File: config.mk
export PLATFORM = sky130hd
export DESIGN_NAME = usb_crc5_ctrl_flat
export DESIGN_NICKNAME = d
export VERILOG_FILES = /design/src/rtl/usb_crc_pkg.sv /design/src/rtl/usb_crc5_ctrl_if.sv /design/src/rtl/crc5_serial.sv /design/src/rtl/usb_crc5_ctrl.sv /design/src/flat_wrapper.sv
export SDC_FILE = /design/constraint.sdc
export NUM_CORES = 1
export LEC_CHECK = 0
export BUFFER_PORTS_ARGS = -buffer_cell sky130_fd_sc_hd__buf_4
export CORE_ASPECT_RATIO = 2
export CORE_MARGIN = 2
export CORE_UTILIZATION = 49
export DETAILED_ROUTE_END_ITERATION = 16
export MAX_ROUTING_LAYER = met4
export PLACE_DENSITY_LB_ADDON = 0.3
export SYNTH_ARGS = -nofsm -noshare
export SYNTH_HDL_FRONTEND = slang
export SYNTH_HIERARCHICAL = 1
export SYNTH_SLANG_ARGS = --single-unit
File: constraint.sdc
create_clock -name clk -period 1.6 [get_ports clk]
set_clock_uncertainty 0.05 [all_clocks]
set_input_delay 0.16 -clock clk [delete_from_list [all_inputs] [get_ports clk]]
set_output_delay 0.16 -clock clk [all_outputs]
set_load 0.01 [all_outputs]
File: src/rtl/usb_crc_pkg.sv
// usb_crc_pkg: shared constants, FSM state type and CRC5 helper functions
// for the USB token CRC5 controller.
//   CRC5_POLY / CRC5_INIT / CRC5_RESIDUAL : USB CRC5 (x^5+x^2+1) constants
//   crc5_state_t                          : controller FSM states
//   crc5_step()                           : one serial LFSR step
//   crc5_wire()                           : final LFSR -> 5 transmitted CRC bits
package usb_crc_pkg;

  localparam int unsigned CRC_W  = 5;
  localparam int unsigned DATA_W = 16;
  localparam int unsigned CNT_W  = 5;

  localparam logic [CRC_W-1:0] CRC5_POLY     = 5'b00101;
  localparam logic [CRC_W-1:0] CRC5_INIT     = 5'b11111;
  localparam logic [CRC_W-1:0] CRC5_RESIDUAL = 5'b01100;

  typedef enum logic [1:0] {
    IDLE  = 2'd0,
    SHIFT = 2'd1,
    DONE  = 2'd2
  } crc5_state_t;

  // One bit of the serial CRC: feedback is the incoming bit xor the LFSR MSB.
  function automatic logic [CRC_W-1:0] crc5_step(input logic [CRC_W-1:0] lfsr,
                                                 input logic             din);
    logic fb;
    fb = din ^ lfsr[CRC_W-1];
    return {lfsr[CRC_W-2:0], 1'b0} ^ (fb ? CRC5_POLY : 5'b00000);
  endfunction

  // Inverted CRC, reordered so bit 0 is the first CRC bit on the wire (LFSR MSB).
  function automatic logic [CRC_W-1:0] crc5_wire(input logic [CRC_W-1:0] lfsr);
    return ~{lfsr[0], lfsr[1], lfsr[2], lfsr[3], lfsr[4]};
  endfunction

endpackage

File: src/rtl/usb_crc5_ctrl_if.sv
// usb_crc5_ctrl_if: request/response handshake bundle of the CRC5 controller.
//   req_valid/req_ready/req_data : token field request (master -> slave)
//   rsp_valid/rsp_ready/rsp_data : token body with CRC5 (slave -> master)
//   chk_mode/crc_err             : present only with USB_CRC5_CHECK_EN defined
// modport master = token builder side, modport slave = controller side.
interface usb_crc5_ctrl_if;

  logic                            req_valid;
  logic                            req_ready;
  logic [usb_crc_pkg::DATA_W-1:0]  req_data;
  logic                            rsp_valid;
  logic                            rsp_ready;
  logic [usb_crc_pkg::DATA_W-1:0]  rsp_data;
`ifdef USB_CRC5_CHECK_EN
  logic                            chk_mode;
  logic                            crc_err;

  modport master (output req_valid, req_data, rsp_ready, chk_mode,
                  input  req_ready, rsp_valid, rsp_data, crc_err);
  modport slave  (input  req_valid, req_data, rsp_ready, chk_mode,
                  output req_ready, rsp_valid, rsp_data, crc_err);
`else
  modport master (output req_valid, req_data, rsp_ready,
                  input  req_ready, rsp_valid, rsp_data);
  modport slave  (input  req_valid, req_data, rsp_ready,
                  output req_ready, rsp_valid, rsp_data);
`endif

endinterface

File: src/rtl/crc5_serial.sv
// crc5_serial: bit-serial USB CRC5 LFSR.
//   clk, rst  : clock, synchronous active-high reset (LFSR -> CRC5_INIT)
//   init      : reload LFSR with CRC5_INIT
//   shift_en  : advance LFSR by one input bit
//   din       : serial data bit
//   crc[4:0]  : current LFSR contents
module crc5_serial
  import usb_crc_pkg::*;
(
  input  logic             clk,
  input  logic             rst,
  input  logic             init,
  input  logic             shift_en,
  input  logic             din,
  output logic [CRC_W-1:0] crc
);

  always_ff @(posedge clk) begin
    if (rst || init) begin
      crc <= CRC5_INIT;
    end else if (shift_en) begin
      crc <= crc5_step(crc, din);
    end
  end

endmodule

File: src/rtl/usb_crc5_ctrl.sv
// usb_crc5_ctrl: sequences a bit-serial CRC5 over an 11-bit USB token field
// and returns {crc5, field}. Optional check mode (macro USB_CRC5_CHECK_EN)
// shifts a full received 16-bit token and flags a bad residual.
//   clk, rst : clock, synchronous active-high reset
//   bus      : usb_crc5_ctrl_if.slave (req_*/rsp_*, plus chk_mode/crc_err
//              when USB_CRC5_CHECK_EN is defined)
//   FIELD_W  : token field width (11 for USB traffic)
module usb_crc5_ctrl
  import usb_crc_pkg::*;
#(
  parameter int unsigned FIELD_W = 11
) (
  input  logic           clk,
  input  logic           rst,
  usb_crc5_ctrl_if.slave bus
);

  localparam int unsigned       CRC_LSB    = 11;
  localparam logic [DATA_W-1:0] FIELD_MASK = DATA_W'((64'd1 << FIELD_W) - 64'd1);

  crc5_state_t       state, state_next;
  logic [DATA_W-1:0] data_q, sreg;
  logic [CNT_W-1:0]  cnt;
  logic              chk_q, chk_req, accept, shifting;
  logic [CRC_W-1:0]  crc, crc_fin;
  logic              req_ready_q, req_ready_d;
  logic              rsp_valid_q, rsp_valid_d;
  logic [DATA_W-1:0] rsp_data_q, rsp_data_d;

`ifdef USB_CRC5_CHECK_EN
  logic crc_err_q, crc_err_d;
  assign chk_req = bus.chk_mode;
`else
  assign chk_req = 1'b0;
`endif

  assign accept   = (state == IDLE) && bus.req_valid && req_ready_q;
  assign shifting = (state == SHIFT);
  // LFSR value after the bit being shifted this cycle; used on the last bit.
  assign crc_fin  = crc5_step(crc, sreg[0]);

  crc5_serial u_crc (
    .clk      (clk),
    .rst      (rst),
    .init     (accept),
    .shift_en (shifting),
    .din      (sreg[0]),
    .crc      (crc)
  );

  // State register
  always_ff @(posedge clk) begin
    if (rst) state <= IDLE;
    else     state <= state_next;
  end

  // Next-state logic
  always_comb begin
    state_next = state;
    case (state)
      IDLE:    if (accept) state_next = SHIFT;
      SHIFT:   if (cnt == CNT_W'(1)) state_next = DONE;
      DONE:    if (bus.rsp_ready) state_next = IDLE;
      default: state_next = IDLE;
    endcase
  end

  // Output logic: next values of the registered outputs
  always_comb begin
    req_ready_d = (state_next == IDLE);
    rsp_valid_d = (state_next == DONE);
    rsp_data_d  = rsp_data_q;
`ifdef USB_CRC5_CHECK_EN
    crc_err_d   = crc_err_q;
`endif
    if (shifting && (state_next == DONE)) begin
      if (chk_q) rsp_data_d = data_q;
      else       rsp_data_d = (data_q & FIELD_MASK) | (DATA_W'(crc5_wire(crc_fin)) << CRC_LSB);
`ifdef USB_CRC5_CHECK_EN
      crc_err_d = chk_q && (crc_fin != CRC5_RESIDUAL);
`endif
    end
  end

  // Output registers
  always_ff @(posedge clk) begin
    if (rst) begin
      req_ready_q <= 1'b0;
      rsp_valid_q <= 1'b0;
      rsp_data_q  <= '0;
`ifdef USB_CRC5_CHECK_EN
      crc_err_q   <= 1'b0;
`endif
    end else begin
      req_ready_q <= req_ready_d;
      rsp_valid_q <= rsp_valid_d;
      rsp_data_q  <= rsp_data_d;
`ifdef USB_CRC5_CHECK_EN
      crc_err_q   <= crc_err_d;
`endif
    end
  end

  // Request capture, serial shift register and bit counter
  always_ff @(posedge clk) begin
    if (rst) begin
      data_q <= '0;
      sreg   <= '0;
      cnt    <= '0;
      chk_q  <= 1'b0;
    end else if (accept) begin
      data_q <= bus.req_data;
      sreg   <= bus.req_data;
      cnt    <= chk_req ? CNT_W'(DATA_W) : CNT_W'(FIELD_W);
      chk_q  <= chk_req;
    end else if (shifting) begin
      sreg   <= {1'b0, sreg[DATA_W-1:1]};
      cnt    <= cnt - CNT_W'(1);
    end
  end

  assign bus.req_ready = req_ready_q;
  assign bus.rsp_valid = rsp_valid_q;
  assign bus.rsp_data  = rsp_data_q;
`ifdef USB_CRC5_CHECK_EN
  assign bus.crc_err   = crc_err_q;
`endif

endmodule

File: src/flat_wrapper.sv
// flat-port wrapper written by rule: the top's interface ports become plain ports
module usb_crc5_ctrl_flat import usb_crc_pkg::*;
#(
  parameter int unsigned FIELD_W = 11
)
  (clk, rst, bus_req_valid, bus_req_data, bus_rsp_ready, bus_req_ready, bus_rsp_valid, bus_rsp_data);
  usb_crc5_ctrl_if bus_i ();
  input  logic clk;
  input  logic rst;
  input wire logic [$bits(bus_i.req_valid)-1:0] bus_req_valid;
  input wire logic [$bits(bus_i.req_data)-1:0] bus_req_data;
  input wire logic [$bits(bus_i.rsp_ready)-1:0] bus_rsp_ready;
  output wire logic [$bits(bus_i.req_ready)-1:0] bus_req_ready;
  output wire logic [$bits(bus_i.rsp_valid)-1:0] bus_rsp_valid;
  output wire logic [$bits(bus_i.rsp_data)-1:0] bus_rsp_data;
  assign bus_i.req_valid = bus_req_valid;
  assign bus_i.req_data = bus_req_data;
  assign bus_i.rsp_ready = bus_rsp_ready;
  assign bus_req_ready = bus_i.req_ready;
  assign bus_rsp_valid = bus_i.rsp_valid;
  assign bus_rsp_data = bus_i.rsp_data;
  usb_crc5_ctrl #(.FIELD_W(FIELD_W)) u_core (.clk(clk), .rst(rst), .bus(bus_i));
endmodule
# After elaboration in Yosys (flattened, before gate mapping)
# Cells that the tools add are included.
op_classes:
  addsub: 1
  eq_ne: 4
  mux: 9
  bitwise_logic: 4
  reduce_logical: 8
op_table:
  columns: ["op", "count"]
  rows:
  - ["$mux W16", 2]
  - ["$or A11 B16 Y16", 1]
  - ["$mux W4", 2]
  - ["$mux W2", 3]
  - ["$pmux W2 S3", 1]
  - ["$eq A5 B1 Y1 const B", 1]
  - ["$not A5 Y5", 1]
  - ["$sub A5 B1 Y5 const B", 1]
  - ["$xor A5 B3 Y5", 1]
  - ["$eq A2 B2 Y1 const B", 2]
  - ["$logic_not A2 Y1", 2]
  - ["$logic_and A1 B1 Y1", 3]
  - ["$mux W3", 1]
  - ["$eq A2 B1 Y1 const B", 1]
  - ["$reduce_bool A2 Y1", 1]
  - ["$reduce_or A2 Y1", 1]
  - ["$logic_or A1 B1 Y1", 1]
  - ["$xor A1 B1 Y1", 1]
word_totals:
  reg_bits: 57

# Logic depth before layout (Yosys ltp)
# Gate-level depths: netlist of the first run.
logic_depth:
  ltp_word: 7
  ltp_mapped: 7

# Cells and area by module
# The synthesis of the first run kept the hierarchy.
by_module_without_submodules:
  columns: ["mod", "instances", "cells_each", "area_per_inst_um2"]
  rows:
  - ["usb_crc5_ctrl", 1, 245, 2097.0]
  - ["crc5_serial", 1, 20, 217.7]

# Worst setup path before layout of the first run
# No wires, ideal clock.
synth_timing:
  path_type: "register -> register"
  start: "register u_core.cnt[0]"
  end: "register u_core.rsp_data_q[3], in the netlist u_core/bus.rsp_data[3]"
  setup_ns: 0.132
  t_arrival_ns: 1.322
  t_required_ns: 1.418
  setup_slack_ns: 0.096
  stages_incl_launch_ff: 6
  n_path_buf: 1
  synth_period_minus_slack_ns: 1.504
  path_cell_list: "dfxtp_1 -> ha_1 -> or4b_4 -> buf_6 -> o21ai_1 -> a21oi_1"
synth_between:
  elab_chain_cells: 5
synth_lines:
  columns: ["item", "line", "rtl"]
  rows:
  - ["from (decl)", "usb_crc5_ctrl.sv:23", "logic [CNT_W-1:0] cnt;"]
  - ["from (signal assigned)", "usb_crc5_ctrl.sv:114", "cnt <= chk_req ? CNT_W'(DATA_W) : CNT_W'(FIELD_W);"]
  - ["from (signal assigned)", "usb_crc5_ctrl.sv:118", "cnt <= cnt - CNT_W'(1);"]
  - ["$eq A5 B1 Y1", "usb_crc5_ctrl.sv:62", "SHIFT: if (cnt == CNT_W'(1)) state_next = DONE;"]
  - ["$mux W2", "usb_crc5_ctrl.sv:62", null]
  - ["$pmux W2 S3", "usb_crc5_ctrl.sv:60", "case (state)"]
  - ["$eq A2 B2 Y1", "usb_crc5_ctrl.sv:76", "if (shifting && (state_next == DONE)) begin"]
  - ["$logic_and A1 B1 Y1", "usb_crc5_ctrl.sv:76", null]
  - ["to (signal assigned)", "usb_crc5_ctrl.sv:97", "rsp_data_q <= rsp_data_d;"]
  - ["to (decl)", "usb_crc5_ctrl.sv:28", "logic [DATA_W-1:0] rsp_data_q, rsp_data_d;"]
# No other way between the ends.
# A chain may end at the register's enable or synchronous reset.

# Worst setup path in the final report of the first run
layout_timing:
  start: "register u_core.cnt[1]"
  end: "register u_core.rsp_data_q[8], in the netlist u_core/bus.rsp_data[8]"
# The elaborated chain is that of the path after synthesis.

==> impl_results.md, run 1 <==
- Core area: between 0.004 and 0.005 mm²
- Crit Path Max Fanout: 7
- CP required: around 1.8 ns
- Drt pass-1 iters: 4
- Final HPWL DP: 3600 µm
- Worst-Margin Slew: 0.407 ns
- Dpl cells: 354
- Internal power: 2.53 mW
- Post-CTS Hold Buffers: 0
- CTS HTree Levels: 3
- NumNets Final: 333
- Routed wire length: 5430 µm
- FMAX: 632 MHz
- Critical path, cell by cell: inv_2 > ha_4 > or4b_4 > clkbuf_16 > o21ai_2 > a21oi_1
- Register area share after synthesis: 0.493
- Sw Pwr: 0.904 mW
- Remaining DRCs: 0
- CTS max path bufs: 2
- CTS tree: built
- Cell count after synthesis: 265
- First-pass GRT wire length: 8790 µm
- Routability cong.: ~0.74
- Clock sinks: 57
- Final setup vio count: 0
- Crit end category: flop
- Leak pwr: 1.15 nW
- Diode count: 0
- Synth Warn #: 6
- Max cap viols: 0
- Initial antenna violation count: 0
- Non-Filler Instances: between 300 and 400
- Die width: around 53 µm
- Period utilisation layout: 0.989
- Initial core utilization: 0.503
- I/O Buffers: 37
- Critical path type: reg -> reg
- Data arrival, critical path: 1.74 ns
- Status: finished, final reports clean
- Power Density: 1150 mW/mm²
- Share of layout cells above drive strength 1: 0.294
- Root Driver: clkbuf_8
- VDD IR max: 0.849 mV
- Vias per cell: 5.47
- Syn Area/Cell: 8.73 µm²
- Slew HR: 0.729
- Sw Ratio: 0.263
- Die H: 101 µm
- Drt wl/cell: 14.6 µm
- Antenna Violating Nets Remaining: 0
- TNS Setup: 0 ns
- Worst path max stage delay: 0.54 ns
- Netlist cell types: 34
- Synthesized area: 0.00231 mm²
- Hold Fails Final Rpt: 0
- Die footprint: 0.00532 mm²
- Slew Limit Fails: 0
- Area grow syn2layout: 28.6%
- Largest net degree at the start of global routing: just under 50
- HP Class: in -> reg
- RSZ-0062 raised after global routing: yes
- Comb pwr share: 0.168
- Reg clk slew, reported paths: 0.06 ns
- Min cycle time layout: roughly 1.6 ns
- Io pins: 38
- FF+latch count, synth: 57
- Worst setup SP type: flop
- Total global-route track usage: 0.230
- Clock share of power: 0.377
- Flop pwr share: 0.456
- Worst hold slack: 0.0147 ns
- CTS buffer count: 9
- Syn Nets: 287
- Pwr Total: between 3 and 4 mW
- # rows: 35
- Skew-Pair Late Insertion Delay: 0.33 ns
- DRT iter0 DRCs: 48
- Via count: just over 2000
- Slowest-stage cell, CP: or4b_4
- Vias in the first global route: 1998
- Total gr overflow: 0
- Post-Place Worst Slack: -0.0329 ns
- Final Worst Setup Slack: 0.0170 ns
[worst max-delay path, delay by kind of cell, from the launching register on]
kind                       cells  cell delay, ns
DFF                            1            0.32
adders and majority gates      1            0.12
AOI/OAI and AO/OA              2            0.17
buffers and inverters          2            0.27
and+or+nand+nor                1            0.54
[layer usage]
layer | vias up | GRT usage | routed length (µm)
li1 | 1013 | - | -
met1 | 955 | 0.252 | 2150
met2 | 52 | 0.369 | 2960
met3 | 10 | 0.0560 | 212
met4 | 0 | 0.132 | 114
met5 | - | - | 0
[timing repair]
action                     CTS  global route
gates resized for setup      1            16
setup buffers                0             0
cloned                       0             1
setup endpoints to repair    5            13
pin swaps                    0            11
[worst paths after layout]
kind                                        startpoint                endpoint  slack [ns]  depth (start not counted)
worst min-delay path                               rst           u_core/cnt[4]        0.01                          2
worst max-delay path                     u_core/cnt[1]  u_core/bus.rsp_data[8]        0.02                          6
worst min register to register  u_core/bus.rsp_data[5]  u_core/bus.rsp_data[5]        0.41                          2
worst max register to register           u_core/cnt[1]  u_core/bus.rsp_data[8]        0.02                          6
[area by class of cell]
type	instances	area [µm²]
clock buffers	13	149
flip-flops and latches	57	1150
clock inverters	3	40.0
multi-input cells	180	1080
fillers	398	1620
inverters	5	18.8
well taps	55	68.8
repair buffers	58	478
[through the flow]
| stage | util | instance area (µm²) |
|---|---|---|
| after global routing | 0.647 | 2980 |
| after floorplan | - | 2310 |
| after CTS | 0.631 | 2900 |
| after global placement | 0.589 | 2710 |
| after detailed placement | 0.589 | 2710 |
| final | 0.647 | 2980 |
[cells in the mapped netlist]
master     count  area [µm²]
xor2_1         1        8.76
nor2_1        18        67.6
nand2b_1       3        18.8
o211ai_2       1        12.5
a211oi_1       6        45.0
xnor2_1        4        35.0
o21ai_0        3        15.0
nand3_1       16        80.1
o211ai_1       1        7.51
or4b_4         1        13.8
nand4bb_1      1        11.3
o21ai_1        7        35.0
ha_1           2        25.0
inv_1          5        18.8
a2111oi_0      1        8.76
mux2_2         1        11.3
nand2_1       50         188
xnor3_1        1        22.5
o31ai_1        1        7.51
a22oi_1        4        30.0
clkbuf_1       7        26.3
dfxtp_1       57        1140
and3_2         1        7.51
a311oi_1      12         105
buf_4          6        45.0
mux2i_1        3        30.0
nand3b_1       1        7.51
a21oi_1       34         170
o21ai_2        2        17.5
or4_1          1        7.51
buf_2          9        45.0
buf_6          1        11.3
nor3_1         3        15.0
nor4b_4        1        23.8
[cell families (layout without fill, tap and decap cells)]
kind of cell | after synthesis | after routing | synth area share
flops | 57 | 57 | 0.493
buf+inv | 28 | 79 | 0.0632
mux | 4 | 4 | 0.0178
simple gates | 96 | 96 | 0.190
compound gates | 72 | 72 | 0.196
xor+xnor | 6 | 6 | 0.0286
fa+ha+maj | 2 | 2 | 0.0108
[registers in the layout (all words and copies together), names as in the netlist]
name and cells:
u_core/data_q 11, u_core/state 2, u_core/sreg 16, u_core/bus.rsp_data 16, u_core/cnt 5, u_core/bus.rsp_valid 1, u_core/bus.req_ready 1, u_core/u_crc/crc 5
[cells in the final DEF, fill, tap and decap left out, drive strengths merged, types with 3 or more instances in the layout]
cell    instances
dfxtp          57
nand2b          3
a21oi          34
a211oi          6
clkbuf         14
inv             5
nor3            3
o21ai          12
mux2i           3
nor2           18
buf            57
nand3          16
nand2          50
xnor2           4
a22oi           4
a311oi         12
[power by group through the flow]
stage	Combinational [mW]	Sequential, mW	Clock (mW)
2_1_floorplan	0.330	1.59	0
3_3_place_gp	0.519	1.59	0
3_5_place_dp	0.528	1.59	0
4_1_cts	0.533	1.56	1.32
5_1_grt	0.634	1.57	1.38
6_report	0.575	1.56	1.29
Power figures use the tool's default switching activity.
==> run 2: changes to the inputs <==
--- a/config.mk
+++ b/config.mk
@@ -6,9 +6,11 @@
 export NUM_CORES = 1
 export LEC_CHECK = 0
 export BUFFER_PORTS_ARGS = -buffer_cell sky130_fd_sc_hd__buf_4
+export CELL_PAD_IN_SITES_DETAIL_PLACEMENT = 1
+export CELL_PAD_IN_SITES_GLOBAL_PLACEMENT = 1
 export CORE_ASPECT_RATIO = 2
 export CORE_MARGIN = 2
-export CORE_UTILIZATION = 49
+export CORE_UTILIZATION = 37
 export DETAILED_ROUTE_END_ITERATION = 16
 export MAX_ROUTING_LAYER = met4
 export PLACE_DENSITY_LB_ADDON = 0.3
==> constraint.sdc (replaced) <==
create_clock -name clk -period 1.6 [get_ports clk]
set_clock_uncertainty 0.05 [all_clocks]
set_input_delay 0 -clock clk [delete_from_list [all_inputs] [get_ports clk]]
set_output_delay 0 -clock clk [all_outputs]
set_load 0.01 [all_outputs]
==> impl_results.md, run 2 (same netlist as run 1, synthesis figures left out) <==
- NumNets Final: 352 (+5.7%)
- Initial core utilization: 0.385 (-0.118)
- Dpl cells: 362 (+2.3%)
- Status: finished with violations
- Crit Path Max Fanout: 7 (unchanged)
- Final setup vio count: 3 (+3)
- Slew HR: 0.767 (+0.0385)
- Critical path type: reg -> reg
- Reg clk slew, reported paths: 0.05 ns (about the same)
- DRT iter0 DRCs: 115 (+140%)
- Power Density: 1260 mW/mm² (+9.4%)
- Crit end category: flop
- RSZ-0062 raised after global routing: yes
- CTS tree: built
- Skew-Pair Late Insertion Delay: 0.32 ns (about the same)
- Remaining DRCs: 0 (unchanged)
- # rows: 40 (+14%)
- CP required: 1.76 ns (about the same)
- Most frequent cells in the layout: dfxtp_1, buf_4, nand2_1
- Worst setup SP type: flop
- Commonest non-fill, non-tap cell in the layout: dfxtp_1
- Vias per cell: 5.46 (-0.29%)
- Non-Filler Instances: 397 (+7.0%)
- Slew Limit Fails: 0 (unchanged)
- Antenna Violating Nets Remaining: 0 (unchanged)
- Leak pwr: 1.30 nW (+13%)
- Flop pwr share: 0.372 (-0.084)
- VDD IR max: 0.936 mV (+10%)
- Worst-Margin Slew: 0.340 ns (-0.0666 ns)
- Initial antenna violation count: 0 (unchanged)
- FILL cells: 679 (+71%)
- Io pins: 38 (unchanged)
- Total gr overflow: 0 (unchanged)
- Worst hold slack: 0.0207 ns (+0.00599 ns)
- Sw Pwr: 1.04 mW (+15%)
- CTS HTree Levels: 3 (unchanged)
- CTS buffer count: 9 (unchanged)
- Final Worst Setup Slack: -0.0385 ns (-0.0555 ns)
- Final HPWL DP: 4150 µm (+15%)
- Routability cong.: 0.772 (+3.8%)
- Period utilisation layout: 1.02 (+0.0347)
- Worst path max stage delay: 0.55 ns (about the same)
- Largest net degree at the start of global routing: 36 (-27%)
- Core area: 0.00601 mm² (+31%)
- Data arrival, critical path: 1.80 ns (+0.06 ns)
- Root Driver: clkbuf_16
- Internal power: 3.19 mW (+26%)
- Routed wire length: 7020 µm (+29%)
- Reg-to-reg setup timing slack: -0.04 ns (-0.06 ns)
- Sw Ratio: 0.246 (-0.0175)
- First-pass GRT wire length: 11000 µm (+26%)
- Hold Fails Final Rpt: 0 (unchanged)
- Critical path, cell by cell: inv_2 > ha_4 > or4b_4 > clkbuf_16 > o21ai_1 > a21oi_1
- Via count: 2166 (+6.7%)
- Max cap viols: 0 (unchanged)
- FMAX: 610 MHz (-3.4%)
- Die width: 59.9 µm (+14%)
- I/O Buffers: 37 (unchanged)
- Drt wl/cell: 17.7 µm (+21%)
- Area grow syn2layout: 44.9%
- Footprint of the multi-input gates: 0.00109 mm² (+1.7%)
- Share of layout cells above drive strength 1: 0.287 (-0.00688)
- Slowest-stage cell, CP: or4b_4
- Register area: 0.00114 mm² (-0.22%)
- Clock sinks: 57 (unchanged)
- Diode count: 0 (unchanged)
- Vias in the first global route: 2240 (+12%)
- Min cycle time layout: 1.64 ns (+0.0555 ns)
- Total global-route track usage: 0.221 (-0.00912)
- HP Class: in -> reg
- Pwr Total: 4.23 mW (+23%)
- Die footprint: 0.00694 mm² (+30%)
- Clock share of power: 0.470 (+0.093)
- Drt pass-1 iters: 4 (unchanged)
- CTS max path bufs: 2 (unchanged)
- Failing checks: negative setup slack
- Die H: 116 µm (+14%)
- Comb pwr share: 0.158 (-0.010)
==> run 2: cell types whose count changed in the layout (fill, tap and decap cells not counted), moves of 2 or more <==
cell	change
dlygate4sd3_1	+17
buf_6	+2
a211oi_1	-2
a211oi_2	+2
buf_12	+2
buf_4	-3
clkbuf_8	-6
clkbuf_16	+9
clkbuf_1	-3
==> run 2: per-stage QoR <==
stage / cell area (µm²) / setup TNS (ns) / utilization / worst slack, ns
finish: 3350 / -0.0609 / 0.559 / -0.0385
global route: 3350 / -0.439 / 0.559 / -0.106
CTS: 3250 / -0.0112 / 0.541 / -0.0112
detailed placement: 2730 / -0.00342 / 0.455 / -0.00342
global placement: 2730 / 0 / 0.455 / 0.0426
floorplan: 2310 / 0 / - / 0.0961
==> run 2: worst paths after layout <==
path,start,endpoint,cells after the start
setup reg to reg,u_core/cnt[1],u_core/bus.rsp_data[9],6
hold / removal,bus_rsp_ready,u_core/bus.req_ready,3
hold reg to reg,u_core/data_q[10],u_core/data_q[10],2
setup / recovery,u_core/cnt[1],u_core/bus.rsp_data[9],6
==> run 2: worst max-delay path, delay by kind of cell (launching register included) <==
family                   cells  cell delay, ns
AO/OA/AOI/OAI                2            0.23
adder cells (fa/ha/maj)      1            0.12
buffers and inverters        2            0.27
flip-flops                   1            0.32
AND/OR/NAND/NOR              1            0.55
==> run 2: area by class of cell <==
cell class                      instances  share of cell area
Clock buffer                           13              0.0836
Clock inverter                          2              0.0104
Inverter                                5             0.00559
Multi-Input combinational cell        180               0.326
Sequential cell                        57               0.341
Tap cell                               63              0.0235
Timing Repair Buffer                   77               0.210
==> run 2: per-layer routing <==
metal	global-route usage	part of all wire	vias up	wire, µm
li1	-	-	1053	-
met1	0.228	0.37	1056	2610
met2	0.385	0.58	42	4050
met3	0.0469	0.027	15	188
met4	0.104	0.024	0	170
met5	-	0	-	0
==> run 2: power by group through the flow <==
stage / Combinational (mW) / Clock [mW] / Sequential, mW
finish: 0.669 / 1.99 / 1.57
global placement: 0.534 / 0 / 1.59
detailed placement: 0.546 / 0 / 1.59
floorplan: 0.330 / 0 / 1.59
global route: 0.730 / 2.07 / 1.58
CTS: 0.614 / 2.01 / 1.57
==> run 2: repair_timing <==
item                                    in CTS  in global routing
pin swaps                                    0                  5
resized for setup                            2                 20
cloned                                       0                  1
hold buffers                                17                  0
endpoints found under the setup margin       6                 20
setup buffers                                2                  0
hold endpoints to repair                    29                  0
